File: src/rtl/gaussian_pkg.sv
// Shared widths and latency for the Gaussian sampler multiply datapath.
package gaussian_pkg;

    localparam int SMUL_A_W = 16;
    localparam int SMUL_B_W = 18;
    localparam int SMUL_P_W = 34;
    localparam int SMUL_LAT = 2;

endpackage

File: src/rtl/gaussian_smul_16_18.sv
// Signed 16x18 multiplier, two register stages (operands, product), no reset.
module gaussian_smul_16_18
    import gaussian_pkg::*;
(
    input  logic                clk,
    input  logic [SMUL_A_W-1:0] a,
    input  logic [SMUL_B_W-1:0] b,
    output logic [SMUL_P_W-1:0] p
);

    logic        [SMUL_A_W-1:0] a_reg;
    logic        [SMUL_B_W-1:0] b_reg;
    logic signed [SMUL_P_W-1:0] p_reg;
    logic signed [SMUL_P_W-1:0] a_ext;
    logic signed [SMUL_P_W-1:0] b_ext;

    // Sign-extend to full product width so the truncated product is exact.
    always_comb begin
        a_ext = {{(SMUL_P_W-SMUL_A_W){a_reg[SMUL_A_W-1]}}, a_reg};
        b_ext = {{(SMUL_P_W-SMUL_B_W){b_reg[SMUL_B_W-1]}}, b_reg};
    end

    always_ff @(posedge clk) begin
        a_reg <= a;
        b_reg <= b;
        p_reg <= a_ext * b_ext;
    end

    assign p = p_reg;

endmodule

File: src/rtl/gaussian_smul_arbiter.sv
// Round-robin sharing of one pipelined signed multiplier among NUM_REQ requesters;
// a tag rides a shadow pipeline so each product returns to its issuer.
module gaussian_smul_arbiter
    import gaussian_pkg::*;
#(
    parameter  int NUM_REQ = 4,
    localparam int ID_W    = $clog2(NUM_REQ)
) (
    input  logic                         clk,
    input  logic                         rst_n,
    input  logic                         en,
    input  logic [NUM_REQ-1:0]           req_valid,
    output logic [NUM_REQ-1:0]           req_ready,
    input  logic [NUM_REQ*SMUL_A_W-1:0]  req_a,
    input  logic [NUM_REQ*SMUL_B_W-1:0]  req_b,
    output logic [NUM_REQ-1:0]           rsp_valid,
    output logic [SMUL_P_W-1:0]          rsp_p,
    output logic                         busy,
    output logic [ID_W-1:0]              rr_ptr
);

    logic [ID_W-1:0]     rr_ptr_reg;
    logic [ID_W-1:0]     rr_ptr_next;
    logic [ID_W-1:0]     win_id;
    logic [ID_W:0]       scan_idx;
    logic                found;
    logic                fire;
    logic [SMUL_A_W-1:0] mul_a;
    logic [SMUL_B_W-1:0] mul_b;
    logic [SMUL_P_W-1:0] mul_p;

    logic [SMUL_LAT-1:0] v_pipe_reg;
    logic [ID_W-1:0]     id_pipe_reg [SMUL_LAT];
    logic                v_last;
    logic [ID_W-1:0]     id_last;

    // Scan from rr_ptr upward with wrap; one conditional subtract suffices
    // because both rr_ptr and the offset stay below NUM_REQ.
    always_comb begin
        win_id   = '0;
        found    = 1'b0;
        scan_idx = '0;
        for (int k = 0; k < NUM_REQ; k++) begin
            scan_idx = {1'b0, rr_ptr_reg} + (ID_W+1)'(k);
            if (scan_idx >= (ID_W+1)'(NUM_REQ))
                scan_idx = scan_idx - (ID_W+1)'(NUM_REQ);
            if (!found && req_valid[scan_idx[ID_W-1:0]]) begin
                found  = 1'b1;
                win_id = scan_idx[ID_W-1:0];
            end
        end
    end

    assign fire        = en && (|req_valid);
    assign rr_ptr_next = (win_id == ID_W'(NUM_REQ-1)) ? '0 : win_id + ID_W'(1);
    assign mul_a       = fire ? req_a[SMUL_A_W*win_id +: SMUL_A_W] : '0;
    assign mul_b       = fire ? req_b[SMUL_B_W*win_id +: SMUL_B_W] : '0;

    gaussian_smul_16_18 u_smul (
        .clk (clk),
        .a   (mul_a),
        .b   (mul_b),
        .p   (mul_p)
    );

    always_ff @(posedge clk or negedge rst_n) begin
        if (!rst_n) begin
            rr_ptr_reg <= '0;
            v_pipe_reg <= '0;
            for (int s = 0; s < SMUL_LAT; s++)
                id_pipe_reg[s] <= '0;
        end else begin
            v_pipe_reg     <= {v_pipe_reg[SMUL_LAT-2:0], fire};
            id_pipe_reg[0] <= win_id;
            for (int s = 1; s < SMUL_LAT; s++)
                id_pipe_reg[s] <= id_pipe_reg[s-1];
            if (fire)
                rr_ptr_reg <= rr_ptr_next;
        end
    end

    assign v_last  = v_pipe_reg[SMUL_LAT-1];
    assign id_last = id_pipe_reg[SMUL_LAT-1];

    genvar gi;
    generate
        for (gi = 0; gi < NUM_REQ; gi++) begin : g_req
            assign req_ready[gi] = fire && (win_id == ID_W'(gi));
            assign rsp_valid[gi] = v_last && (id_last == ID_W'(gi));
        end
    endgenerate

    // The multiplier has no reset, so the shadow valid gates its output.
    assign rsp_p  = v_last ? mul_p : '0;
    assign busy   = |v_pipe_reg;
    assign rr_ptr = rr_ptr_reg;

endmodule

File: config.mk
export PLATFORM = sky130hd
export DESIGN_NAME = gaussian_smul_arbiter
export DESIGN_NICKNAME = d
export VERILOG_FILES = /design/src/rtl/gaussian_pkg.sv /design/src/rtl/gaussian_smul_16_18.sv /design/src/rtl/gaussian_smul_arbiter.sv
export SDC_FILE = /design/constraint.sdc
export NUM_CORES = 1
export LEC_CHECK = 0
export CAP_MARGIN = 40
export CORE_ASPECT_RATIO = 0.75
export CORE_UTILIZATION = 52
export CTS_BUF_LIST = sky130_fd_sc_hd__clkbuf_8 sky130_fd_sc_hd__clkbuf_16
export CTS_CLUSTER_SIZE = 40
export DETAILED_ROUTE_END_ITERATION = 10
export PLACE_DENSITY = 0.89
export SKIP_LAST_GASP = 1
export SLEW_MARGIN = 20
export SYNTH_ARGS = -nofsm -noshare
export SYNTH_HDL_FRONTEND = slang
export SYNTH_SLANG_ARGS = --single-unit
export TNS_END_PERCENT = 1
File: constraint.sdc
create_clock -name clk -period 6.1 [get_ports clk]
set_clock_uncertainty 0.2 [all_clocks]
set_input_delay 0.915 -clock clk [delete_from_list [all_inputs] [get_ports clk]]
set_output_delay 0.915 -clock clk [all_outputs]
set_load 0.05 [all_outputs]
* Word level (Yosys, flattened, before mapping)
Index checks and enable logic that the tools add are counted.
Operators by class: add/subtract/negate cells 8, $mul 2, magnitude comparators 8, equality and inequality tests 6, shifts and indexed selects 2, muxes and demuxes 21, reductions and logical operators 19
Operators with widths (count):
- indexed part select 72 x 8 -> 18 bit | 1
- indexed part select 64 x 7 -> 16 bit | 1
- multiplier 16 x 18 -> 34 bit | 1
- 2-to-1 mux 34 bit | 1
- 2-to-1 mux 2 bit | 9
- logical AND 1 bit | 12
- < comparator 2 x 3 -> 1 bit, second input constant | 4
- >= comparator 3 bit, second input constant | 3
- binary-select mux 1 bit (select 2 bit) | 4
- == test 2 bit, second input constant | 4
- subtractor 2 x 1 -> 2 bit, second input constant | 4
- 2-to-1 mux 1 bit | 7
- adder 2 x 2 -> 3 bit, second input constant | 2
- multiplier 4 x 2 -> 6 bit, first input constant | 1
- == test 2 x 1 -> 1 bit, second input constant | 2
- logical NOT 2 bit | 2
- OR reduction 4 bit | 1
- adder 2 x 1 -> 3 bit, second input constant | 1
- >= comparator 2 x 3 -> 1 bit, second input constant | 1
- logical NOT 1 bit | 3
- adder 2 x 1 -> 2 bit, second input constant | 1
- OR reduction 2 bit | 1
Storage, ports and cells: flip-flop bits (word level) 76, input port bits 143, output and inout bits 45, logic and storage cells 73

* Longest topological paths before layout
depth after elaboration 16, gate-level depth with buffers 23, gate-level depth less buffers 21

* Cells and area by module
From an unflattened synthesis, not the netlist that was laid out.
Unflattened totals: cell total of the unflattened synthesis 1506, area total of the unflattened synthesis 14062.2 um^2
By module, submodules not included:
- gaussian_smul_16_18 | times used 1, cells an instance 1307, area an instance 12323.1 um^2, sequential area each 1361.3 um^2
- gaussian_smul_arbiter | times used 1, cells an instance 199, area an instance 1739.2 um^2, sequential area each 200.2 um^2

* Worst setup path after synthesis
Ideal clock, no wire load.
kind register to register, start register u_smul.b_reg[17], end register u_smul.p_reg[32], in the netlist u_smul.p[32], library setup time 0.072 ns, arrival time 5.681 ns, required time 5.828 ns, slack 0.147 ns, stages on the path, launching flop included 21, path buffers 2, period minus slack after synthesis 5.953 ns, cell sequence dfxtp_1 > clkbuf_1 > nand2_1 > inv_1 > fa_1 > fa_1 > fa_1 > fa_1 > fa_1 > inv_1 > fa_1 > inv_1 > ha_1 > clkbuf_1 > and3_1 > o2bb2ai_1 > a211o_1 > a21oi_1 > o21ai_0 > a21oi_1 > xnor2_1
On the way: cells in the longest elaborated chain, start to end 1
Ends and longest elaborated chain:
- from (decl) | line gaussian_smul_16_18.sv:12 | logic [SMUL_B_W-1:0] b_reg;
- from (signal assigned) | line gaussian_smul_16_18.sv:25 | b_reg <= b;
- multiplier 16 x 18 -> 34 bit | line gaussian_smul_16_18.sv:26 | p_reg <= a_ext * b_ext;
- to (signal assigned) | line gaussian_smul_16_18.sv:26
- to (decl) | line gaussian_smul_16_18.sv:13 | logic signed [SMUL_P_W-1:0] p_reg;
No other way between the ends. A chain may end at the register's enable or synchronous reset.

* Worst setup path in the final report
start register u_smul.b_reg[9], end register u_smul.p_reg[28], in the netlist u_smul.p[28]
The elaborated chain is that of the path after synthesis.

==> metrics.yaml <==
placed_design:
  dp.final_hpwl_um: 33400
  place.gp.congestion: 0.930
  preCtsSetupSlack_ns: -0.0478
  place_area_um2: 16900
  port_buffers: 187
global_routing:
  initial_antenna_violation_count: 1
  global_route.usage.total_pct: 32.2
  grt_util_met1_pct: 40.0
  grt_first_pass_wirelength_um: 66300
  pin_count_of_the_biggest_net_entering_global_routing: 25
  global_route.peak_usage_layer: "met2"
  grt_pass1_vias: 12727
  grtUsageMet3_pct: 12.4
  gr-usage-met2_pct: 50.8
  total_overflow_reported_by_the_global_router: 0
timing:
  timing.final.crit_share_pct: 100
  drv_slew: 0
  setup_violations: 1
  totalNegativeSetupSlack_ns: -0.000552
  clock.fmax_ghz: 0.164
  finalHoldViolations: 0
  timing.slew.headroom_pct: 48.9
  fin_crit_ns: 6.10
  whs_ns: 0.149
  fin_ws_ns: -0.000552
  setup_repair_after_global_routing_missed_its_margin: "yes"
  worst_pin_slew_ns: 0.765
yosys:
  netlist_instances: 1447
  synth_commonest_cells: "sky130_fd_sc_hd__inv_1 (322), sky130_fd_sc_hd__fa_1 (290), sky130_fd_sc_hd__and2_1 (208)"
  synth_largest_type_area_fraction_pct: 41.4
  edff_count_synth: 0
  ys.flop_type: "sky130_fd_sc_hd__dfxtp_1"
  synth_compound_area_share_pct: 5.13
  muxShareOfSynthArea_pct: 5.89
  synth_area_leader_cell: "sky130_fd_sc_hd__fa_1"
  synthTopCellsByArea: "sky130_fd_sc_hd__fa_1 (41%), sky130_fd_sc_hd__dfxtp_1 (9.7%), sky130_fd_sc_hd__and2_1 (9.3%)"
  synth_seq_cells: 76
  synth_seq_area_share_pct: 11.1
  synth_fp_nets: 1970
  ys_types: 55
  syn-mean-instance-area_um2: 9.70
  synth-warning-count: 0
  post_synth_and_or_nand_nor_area_fraction_pct: 15.7
  synth_async_sr_flop_share_pct: 10.5
  yosys.cell_count.top_type: "sky130_fd_sc_hd__inv_1"
  synth_top_family_by_area: "adder cells"
  post_synth_xor_area_fraction_pct: 2.43
  adder_cell_share_of_the_synthesized_area_pct: 49.4
  mappedNetlistArea_um2: 14000
final_layout:
  post-route-cell-area_um2: 17400
  largest_register_ffs: 34
  num-fill-cells: 1792
  finalNetCount: 2202
  drive_above_1_share_pct: 10.7
  synthToLayoutAreaGrowth_pct: 23.8
route:
  drt-pass1-iter-count: 7
  ant_nets: 0
  postRouteWirelength_um: 41700
  initialDrtViolationCount: 1107
  detail_route.vias_per_cell: 5.63
  drc: 0
  num_vias: 11418
  drt-wirelength-per-cell_um: 20.5
critical_path:
  critPathKind: "flip-flop to flip-flop"
  timing.critical_path.to_type: "flip-flop"
  critical_path.cell_chain: "buf_4 > and2_1 > fa_1 > inv_1 > fa_1 > fa_1 > inv_1 > fa_1 > fa_1 > inv_1 > fa_1 > inv_1 > ha_1 > buf_4 > o21a_1 > a21oi_2 > a21oi_1 > a31o_2 > a31o_2 > a21oi_2 > xnor2_1"
  cp_slowest_stage_delay_ns: 0.54
  critical_path.most_common_cell: "sky130_fd_sc_hd__fa_1"
  worstPathArrival_ns: 6.16
  crit_slowest_cell: "sky130_fd_sc_hd__fa_1"
  worst_setup_path_start_kind: "flip-flop"
  critical_path.max_fanout: 11
  critical_path_required_ns: 6.16
die:
  floorplan.io_pins: 188
  core-area_um2: 26200
  fp.dieH_um: 144
  dieWidth_um: 192
  std_cell_rows: 51
  initial_core_utilization_pct: 53.5
  die_area_um2: 27700
outcome:
  status: "complete, but fails checks"
  violated_checks: "setup timing"
clock_tree:
  clkLatencyLatePin_ns: 0.35
  buffers_from_clock_root_to_sink_at_most: 2
  cts_clk_pin_slew_worst_paths_ns: 0.06
  cts_sinks: 76
  cts.htree.levels: 3
  tritoncts: "built"
  numCtsBuffers: 9
  root_buffer_cell: "sky130_fd_sc_hd__clkbuf_16"
hold_path:
  holdCritPathClass: "flip-flop to flip-flop"
job:
  max-cap-violations: 0
==> cell usage in the layout (no fill, tap or decap), drive strengths merged, types with 3 or more instances in the layout <==
master	count
o21bai	3
nand2	156
o21a	7
and3	5
nor2	31
clkdlybuf4s50	187
a211oi	5
nand3	6
xnor2	30
a211o	4
buf	91
mux4	34
fa	290
ha	90
clkbuf	10
dfxtp	68
o22ai	3
a21oi	35
nand2b	7
xor2	9
a31oi	3
dfrtp	8
inv	324
o21ai	25
a21o	10
and2	208
==> critical path: cells and delay by family, from the launching register on <==
kind,cells,cell delay (ns)
adders and majority gates,7,3.43
xor gates and xnor gates,1,0.15
and+or+nand+nor,1,0.18
DFF,1,0.41
AOI/OAI and AO/OA,6,1.06
buffers and inverters,6,0.59
==> final timing paths <==
check	from	to	slack, ns	cells past startpoint
min	id_pipe_reg[2]$_DFF_PN0_	id_last[0]$_DFF_PN0_	0.15	0
max reg2reg	u_smul.b_reg[9]$_SDFF_PN0_	u_smul.p[28]$_DFF_P_	-0.0006	21
max in group asynchronous	rst_n	v_pipe_reg[1]$_DFF_PN0_	4.79	1
min reg2reg	id_pipe_reg[2]$_DFF_PN0_	id_last[0]$_DFF_PN0_	0.15	0
min in group asynchronous	rst_n	id_last[1]$_DFF_PN0_	0.65	1
max	u_smul.b_reg[9]$_SDFF_PN0_	u_smul.p[28]$_DFF_P_	-0.0006	21
==> metrics by stage <==
| stage | utilization (%) | std cells |
|---|---|---|
| global placement | 64.3 | 2009 |
| finish | 66.3 | 2029 |
| detailed placement | 64.4 | 2011 |
| CTS | 65.7 | 2027 |
| global route | 66.3 | 2028 |
| floorplan | - | 1447 |
==> logic make-up (layout without fill, tap and decap cells) <==
kind of cell,Yosys count,count (layout)
flip-flops,76,76
adder cells (fa/ha/maj),380,380
AO/OA/AOI/OAI,111,111
multiplexers,36,36
buffers and inverters,379,616
XOR/XNOR,39,39
AND/OR/NAND/NOR,426,426
other,0,1
==> repair_timing <==
item	in CTS	in global routing
gates resized for setup	13	47
cloned	0	0
hold buffers	0	0
buffers inserted	0	1
hold endpoints to repair	0	0
pin swaps	0	6
setup endpoints to repair	11	13
==> area by class of cell <==
| class | instances | area (um^2) | share of cell area, % |
|---|---|---|---|
| tap | 344 | 430 | 2.48 |
| clock inverter | 6 | 87.6 | 0.504 |
| clock buffer | 10 | 239 | 1.37 |
| inverter | 322 | 1210 | 6.95 |
| sequential | 76 | 1620 | 9.32 |
| timing repair buffer | 278 | 2660 | 15.3 |
| multi-input combinational | 992 | 11100 | 64.1 |
| antenna | 1 | 2.50 | 0.0144 |
==> per-layer routing <==
layer	vias up	part of all wire (%)
li1	4832	-
met1	5669	37
met2	747	46
met3	168	13
met4	2	3.5
met5	-	0.28
Power is not shown: default switching activity piles up to over one toggle a cycle in this logic, so the estimate is an artifact.
